### src/rtl/muldiv_if.sv
// Handshake and result bus for the iterative RV32M multiply/divide unit.
// The core drives the slave side; an issuing pipeline or bench drives the master side.
interface muldiv_if;
    logic        start;
    logic [2:0]  funct3;
    logic [31:0] rs1_data;
    logic [31:0] rs2_data;
    logic [4:0]  rd_in;
    logic        busy;
    logic        done;
    logic [31:0] result;
    logic [4:0]  rd_out;
    logic        reg_write;

    modport master (
        output start, funct3, rs1_data, rs2_data, rd_in,
        input  busy, done, result, rd_out, reg_write
    );

    modport slave (
        input  start, funct3, rs1_data, rs2_data, rd_in,
        output busy, done, result, rd_out, reg_write
    );
endinterface

### src/rtl/muldiv_unit.sv
// Iterative RV32M multiply/divide: 32-step shift-add multiply and restoring divide,
// with single-cycle bypass for divide-by-zero and signed overflow.
module muldiv_unit (
    input  logic     clk,
    input  logic     rst,
    muldiv_if.slave  bus
);
    typedef enum logic [1:0] {IDLE, CALC, DONE} state_e;

    state_e      state_q, state_d;
    logic [5:0]  cnt_q, cnt_d;
    logic [2:0]  op_q, op_d;
    logic [63:0] acc_q, acc_d;       // multiply: product; divide: {remainder, dividend/quotient}
    logic [63:0] mcand_q, mcand_d;   // multiply: shifted multiplicand; divide: divisor in [31:0]
    logic [31:0] mplier_q, mplier_d;
    logic        msign_q, msign_d;
    logic        negq_q, negq_d;
    logic        negr_q, negr_d;
    logic [31:0] result_q, result_d;
    logic [4:0]  rd_q, rd_d;

    // Operand decode at the accepting edge
    logic        div_op, div_signed, a_sx, b_sx, div_zero, div_ovf;
    logic [31:0] a_mag, b_mag;

    assign div_op     = bus.funct3[2];
    assign div_signed = bus.funct3[2] & ~bus.funct3[0];
    assign a_sx       = (bus.funct3 == 3'b001 || bus.funct3 == 3'b010) & bus.rs1_data[31];
    assign b_sx       = (bus.funct3 == 3'b001) & bus.rs2_data[31];
    assign div_zero   = (bus.rs2_data == 32'd0);
    assign div_ovf    = div_signed && bus.rs1_data == 32'h8000_0000 && bus.rs2_data == 32'hFFFF_FFFF;
    assign a_mag      = (div_signed && bus.rs1_data[31]) ? -bus.rs1_data : bus.rs1_data;
    assign b_mag      = (div_signed && bus.rs2_data[31]) ? -bus.rs2_data : bus.rs2_data;

    // One iteration of each algorithm; the last multiply step subtracts for a negative multiplier
    logic [63:0] mul_step, div_step, step_acc;
    logic [32:0] shifted;
    logic        fits;
    logic [31:0] quo, rem;

    assign mul_step = acc_q + (mplier_q[0] ? mcand_q : 64'd0)
                    - ((cnt_q == 6'd31 && msign_q) ? {mcand_q[62:0], 1'b0} : 64'd0);
    assign shifted  = {acc_q[63:32], acc_q[31]};
    assign fits     = shifted >= {1'b0, mcand_q[31:0]};
    assign div_step = {fits ? shifted[31:0] - mcand_q[31:0] : shifted[31:0], acc_q[30:0], fits};
    assign step_acc = op_q[2] ? div_step : mul_step;
    assign quo      = negq_q ? -step_acc[31:0] : step_acc[31:0];
    assign rem      = negr_q ? -step_acc[63:32] : step_acc[63:32];

    always_ff @(posedge clk) begin
        if (rst) begin
            state_q  <= IDLE;
            cnt_q    <= '0;
            op_q     <= '0;
            acc_q    <= '0;
            mcand_q  <= '0;
            mplier_q <= '0;
            msign_q  <= 1'b0;
            negq_q   <= 1'b0;
            negr_q   <= 1'b0;
            result_q <= '0;
            rd_q     <= '0;
        end else begin
            state_q  <= state_d;
            cnt_q    <= cnt_d;
            op_q     <= op_d;
            acc_q    <= acc_d;
            mcand_q  <= mcand_d;
            mplier_q <= mplier_d;
            msign_q  <= msign_d;
            negq_q   <= negq_d;
            negr_q   <= negr_d;
            result_q <= result_d;
            rd_q     <= rd_d;
        end
    end

    always_comb begin
        // NOTE: every next-state signal holds by default so no path can infer a latch.
        state_d  = state_q;
        cnt_d    = cnt_q;
        op_d     = op_q;
        acc_d    = acc_q;
        mcand_d  = mcand_q;
        mplier_d = mplier_q;
        msign_d  = msign_q;
        negq_d   = negq_q;
        negr_d   = negr_q;
        result_d = result_q;
        rd_d     = rd_q;
        case (state_q)
            IDLE: begin
                if (bus.start) begin
                    op_d  = bus.funct3;
                    rd_d  = bus.rd_in;
                    cnt_d = '0;
                    if (div_op && div_zero) begin
                        state_d  = DONE;
                        result_d = bus.funct3[1] ? bus.rs1_data : 32'hFFFF_FFFF;
                    end else if (div_ovf) begin
                        state_d  = DONE;
                        result_d = bus.funct3[1] ? 32'd0 : 32'h8000_0000;
                    end else begin
                        state_d = CALC;
                        negq_d  = div_signed && (bus.rs1_data[31] ^ bus.rs2_data[31]);
                        negr_d  = div_signed && bus.rs1_data[31];
                        if (div_op) begin
                            acc_d   = {32'd0, a_mag};
                            mcand_d = {32'd0, b_mag};
                        end else begin
                            acc_d    = '0;
                            mcand_d  = {{32{a_sx}}, bus.rs1_data};
                            mplier_d = bus.rs2_data;
                            msign_d  = b_sx;
                        end
                    end
                end
            end
            CALC: begin
                acc_d    = step_acc;
                mcand_d  = op_q[2] ? mcand_q : {mcand_q[62:0], 1'b0};
                mplier_d = {1'b0, mplier_q[31:1]};
                cnt_d    = cnt_q + 6'd1;
                if (cnt_q == 6'd31) begin
                    state_d = DONE;
                    case (op_q)
                        3'b000:                 result_d = step_acc[31:0];
                        3'b001, 3'b010, 3'b011: result_d = step_acc[63:32];
                        3'b100, 3'b101:         result_d = quo;
                        default:                result_d = rem;
                    endcase
                end
            end
            DONE:    state_d = IDLE;
            default: state_d = IDLE;
        endcase
    end

    assign bus.busy      = (state_q != IDLE);
    assign bus.done      = (state_q == DONE);
    assign bus.result    = result_q;
    assign bus.rd_out    = rd_q;
    assign bus.reg_write = (state_q == DONE) && (rd_q != 5'd0);
endmodule

### src/flat_wrapper.sv
// flat-port wrapper written by rule: the top's interface ports become plain ports
module muldiv_unit_flat 
  (clk, rst, bus_start, bus_funct3, bus_rs1_data, bus_rs2_data, bus_rd_in, bus_busy, bus_done, bus_result, bus_rd_out, bus_reg_write);
  muldiv_if bus_i ();
  input  logic clk;
  input  logic rst;
  input wire logic [$bits(bus_i.start)-1:0] bus_start;
  input wire logic [$bits(bus_i.funct3)-1:0] bus_funct3;
  input wire logic [$bits(bus_i.rs1_data)-1:0] bus_rs1_data;
  input wire logic [$bits(bus_i.rs2_data)-1:0] bus_rs2_data;
  input wire logic [$bits(bus_i.rd_in)-1:0] bus_rd_in;
  output wire logic [$bits(bus_i.busy)-1:0] bus_busy;
  output wire logic [$bits(bus_i.done)-1:0] bus_done;
  output wire logic [$bits(bus_i.result)-1:0] bus_result;
  output wire logic [$bits(bus_i.rd_out)-1:0] bus_rd_out;
  output wire logic [$bits(bus_i.reg_write)-1:0] bus_reg_write;
  assign bus_i.start = bus_start;
  assign bus_i.funct3 = bus_funct3;
  assign bus_i.rs1_data = bus_rs1_data;
  assign bus_i.rs2_data = bus_rs2_data;
  assign bus_i.rd_in = bus_rd_in;
  assign bus_busy = bus_i.busy;
  assign bus_done = bus_i.done;
  assign bus_result = bus_i.result;
  assign bus_rd_out = bus_i.rd_out;
  assign bus_reg_write = bus_i.reg_write;
  muldiv_unit u_core (.clk(clk), .rst(rst), .bus(bus_i));
endmodule
### config.mk
export PLATFORM = sky130hd
export DESIGN_NAME = muldiv_unit_flat
export DESIGN_NICKNAME = d
export VERILOG_FILES = /design/src/rtl/muldiv_if.sv /design/src/rtl/muldiv_unit.sv /design/src/flat_wrapper.sv
export SDC_FILE = /design/constraint.sdc
export NUM_CORES = 1
export LEC_CHECK = 0
export ABC_AREA = 0
export CORE_AREA = 2 2 318 241
export CTS_CLUSTER_DIAMETER = 150
export DETAILED_ROUTE_END_ITERATION = 16
export DIE_AREA = 0 0 320 243
export GPL_TIMING_DRIVEN = 0
export PLACE_DENSITY_LB_ADDON = 0.05
export SETUP_SLACK_MARGIN = 0.4
export SLEW_MARGIN = 20
export SYNTH_ARGS = -nofsm -noshare
export SYNTH_HDL_FRONTEND = slang
export SYNTH_SLANG_ARGS = --single-unit
### constraint.sdc
create_clock -name clk -period 15.2 [get_ports clk]
set_input_delay 3.04 -clock clk [delete_from_list [all_inputs] [get_ports clk]]
set_output_delay 3.04 -clock clk [all_outputs]
set_load 0.02 [all_outputs]
==> impl_metrics.json <==
{
  "post-dp-hpwl_mm": 123,
  "fin_ws_ns": 5.47,
  "seq_area_frac_synth_pct": 17.8,
  "synthMuxAreaShare_pct": 1.44,
  "post_cts_resized": 0,
  "grt_util_met1_pct": 55.7,
  "post-cts-setup-buffer-count": 0,
  "core_um2": 74700,
  "area_growth_pct": 15.3,
  "die_h_um": 243,
  "cp-end-kind": "flip-flop",
  "rr_startpoint": "u_core.op_q[2]$_SDFFE_PP0P_",
  "p_leak_nw": 10.5,
  "fin_nets": 3800,
  "tightest_slew_ns": 1.35,
  "crit_slowest_cell": "buf_1",
  "insertion_delay_ns": 0.65,
  "synth_top_family_by_area": "compound AO/OA/AOI/OAI gates",
  "synthArstFlopShare_pct": 0,
  "cts_sinks": 211,
  "min_path_type": "flip-flop to flip-flop",
  "syn-num-nets": 3652,
  "antenna_found_initial": 9,
  "syn_inst": 3413,
  "met3_usage_pct": 9.29,
  "slew_violations": 0,
  "grt.busiest_layer": "met1",
  "power_mw": 7.00,
  "synth_edf_count": 0,
  "drc": 0,
  "cp.arrival_ns": 10.25,
  "drt-total-wl_mm": 149,
  "clk_pin_slew_ns": 0.07,
  "layout_common_cells": "383 x nor2_1, 366 x nand2_1, 277 x a21oi_1, 251 x inv_1, 211 x dfxtp_1",
  "cts_buffers": 28,
  "dr.pass1.iters": 7,
  "postCtsHoldBufs": 0,
  "ios": 115,
  "fmax_mhz": 103,
  "cts_tree": "built",
  "vias": 28957,
  "ys_seq_elements": 211,
  "crit_type": "flip-flop to flip-flop",
  "cts_max_path_buffers": 3,
  "gr-usage-met2_pct": 49.7,
  "crit_fanout": 11,
  "fin_tns_setup_ns": 0,
  "run_status": "finished, final reports clean",
  "grt_max_degree": 16,
  "crit_top_cell": "clkbuf_1",
  "cap_violations": 0,
  "initial_utilization_pct": 31.7,
  "hold_violations": 0,
  "skew_ns": 0.0309,
  "row_count": 87,
  "place_ws_ns": 5.90,
  "setup_viol": 0,
  "powerDensity_nw_per_um2": 256,
  "drt_iter0_drc": 4017,
  "min_period_ns": 9.73,
  "cts_htree_levels": 1,
  "die_area_um2": 77800,
  "die_w_um": 320,
  "post_dp_cell_area_um2": 26200,
  "ys.warnings.count": 0,
  "final_antenna_net_count": 0,
  "grt_pass1_wl_mm": 205,
  "synth_xor_area_share_pct": 5.65,
  "crit_required_ns": 15.72,
  "post-route-util_pct": 36.6,
  "synth_compound_gate_area_share_pct": 30.7,
  "start_kind": "flip-flop",
  "holdCritStartpoint": "u_core.mplier_q[7]$_SDFFE_PP0P_",
  "fin_cells": 4565,
  "rsz0062_at_grt": "false",
  "synth_fa_ha_area_share_pct": 10.6,
  "grt_pass1_vias": 26443,
  "grt_overflow": 0,
  "avgSynthCellArea_um2": 6.95,
  "via_per_inst": 6.34,
  "numPortBuffers": 110,
  "syn_area_um2": 23700,
  "gr-usage-all-layers_pct": 36.9,
  "drive_gt1_share_pct": 4.38,
  "synth_cell_types": 100,
  "dp.cells": 4510,
  "yosys.area_share.simple_pct": 25.7,
  "stdcell_area_um2": 27300,
  "ir_worst_vdd_mv": 0.137,
  "clock-root-buffer": "clkbuf_16",
  "path_cells": "clkbuf_1 -> buf_2 -> buf_2 -> buf_2 -> buf_1 -> clkbuf_1 -> clkbuf_1 -> clkbuf_1 -> buf_1 -> a21oi_1 -> inv_1 -> ha_1 -> o2111ai_1 -> or2_2 -> clkbuf_1 -> o31ai_1 -> xor2_1 -> a21oi_1 -> nor2_1 -> nor2_1 -> o221ai_1 -> a311oi_1",
  "wl_per_cell_um": 32.6,
  "routabilityCongestion": 1.04,
  "hold-worst-slack_ns": 0.477,
  "startpoint": "u_core.op_q[2]$_SDFFE_PP0P_",
  "mostFrequentLayoutCell": "nor2_1",
  "max_stage_delay_ns": 0.96,
  "slew-limit-headroom_pct": 9.22,
  "fin_crit_sh_pct": 64.0,
  "ys.flop_type": "dfxtp_1"
}
## area by class of cell
| type | count | area, µm² |
|---|---|---|
| Antenna cell | 3 | 7.51 |
| Timing Repair Buffer | 118 | 1180 |
| Clock inverter | 18 | 377 |
| Multi-Input combinational cell | 2703 | 17700 |
| Tap cell | 979 | 1220 |
| Buffer | 247 | 965 |
| Fill cell | 8100 | 47300 |
| Clock buffer | 34 | 753 |
| Sequential cell | 211 | 4220 |
| Inverter | 252 | 946 |
## per-layer routing
metal	part of all wire (%)	wire (µm)
met1	47	69500
met2	38	56800
met5	0	0
met4	3.8	5720
met3	11	17000
## worst paths after layout
path | endpoint | slack (ns) | cells after the start
worst max-delay path | u_core.bus.result[8]$_SDFFE_PP0P_ | 5.47 | 22
worst min-delay path | u_core.mplier_q[6]$_SDFFE_PP0P_ | 0.48 | 2
worst max register to register | u_core.bus.result[8]$_SDFFE_PP0P_ | 5.47 | 22
worst min register to register | u_core.mplier_q[6]$_SDFFE_PP0P_ | 0.48 | 2
## cell usage after synthesis, drive strengths merged (63+ instances only)
master  count  area (µm²)
fa         63        1260
nor3      128         673
a211oi    129         973
o21ai     192         961
xor2       68         596
dfxtp     211        4220
clkbuf    212         796
and3       74         463
xnor2      85         744
ha        101        1260
inv       251         942
nand2     366        1370
a21oi     282        1430
nor2      386        1450
nand4      65         422
## logic make-up after synthesis
family	count (synthesis)
multiplexers	33
AO/OA/AOI/OAI	1074
XOR/XNOR	153
adder cells (fa/ha/maj)	164
AND/OR/NAND/NOR	1279
buffers and inverters	499
flip-flops	211
## power by group
group | switching [mW] | internal, mW | leakage (nW)
registers | 0.122 | 0.627 | 1.73
clock network | 0.321 | 0.524 | 0.539
logic | 3.87 | 1.53 | 8.21
## worst max-delay path, delay by kind of cell (launching register included)
kind / cells / cell delay [ns]
buf+inv: 11 / 6.11
compound gates: 6 / 1.89
simple gates: 3 / 0.67
flops: 1 / 0.52
fa+ha+maj: 1 / 0.21
xor+xnor: 1 / 0.14
## state kept, by name (all words and copies together), names as in the netlist
signal             flops
u_core.bus.result     32
u_core.mcand_q        64
u_core.msign_q         1
u_core.mplier_q       32
u_core.negq_q          1
u_core.bus.rd_out      5
u_core.op_q            3
u_core.cnt_q           6
u_core.acc_q          64
u_core.state_q         2
u_core.negr_q          1
Note: power is estimated with default switching activity, not from simulation.
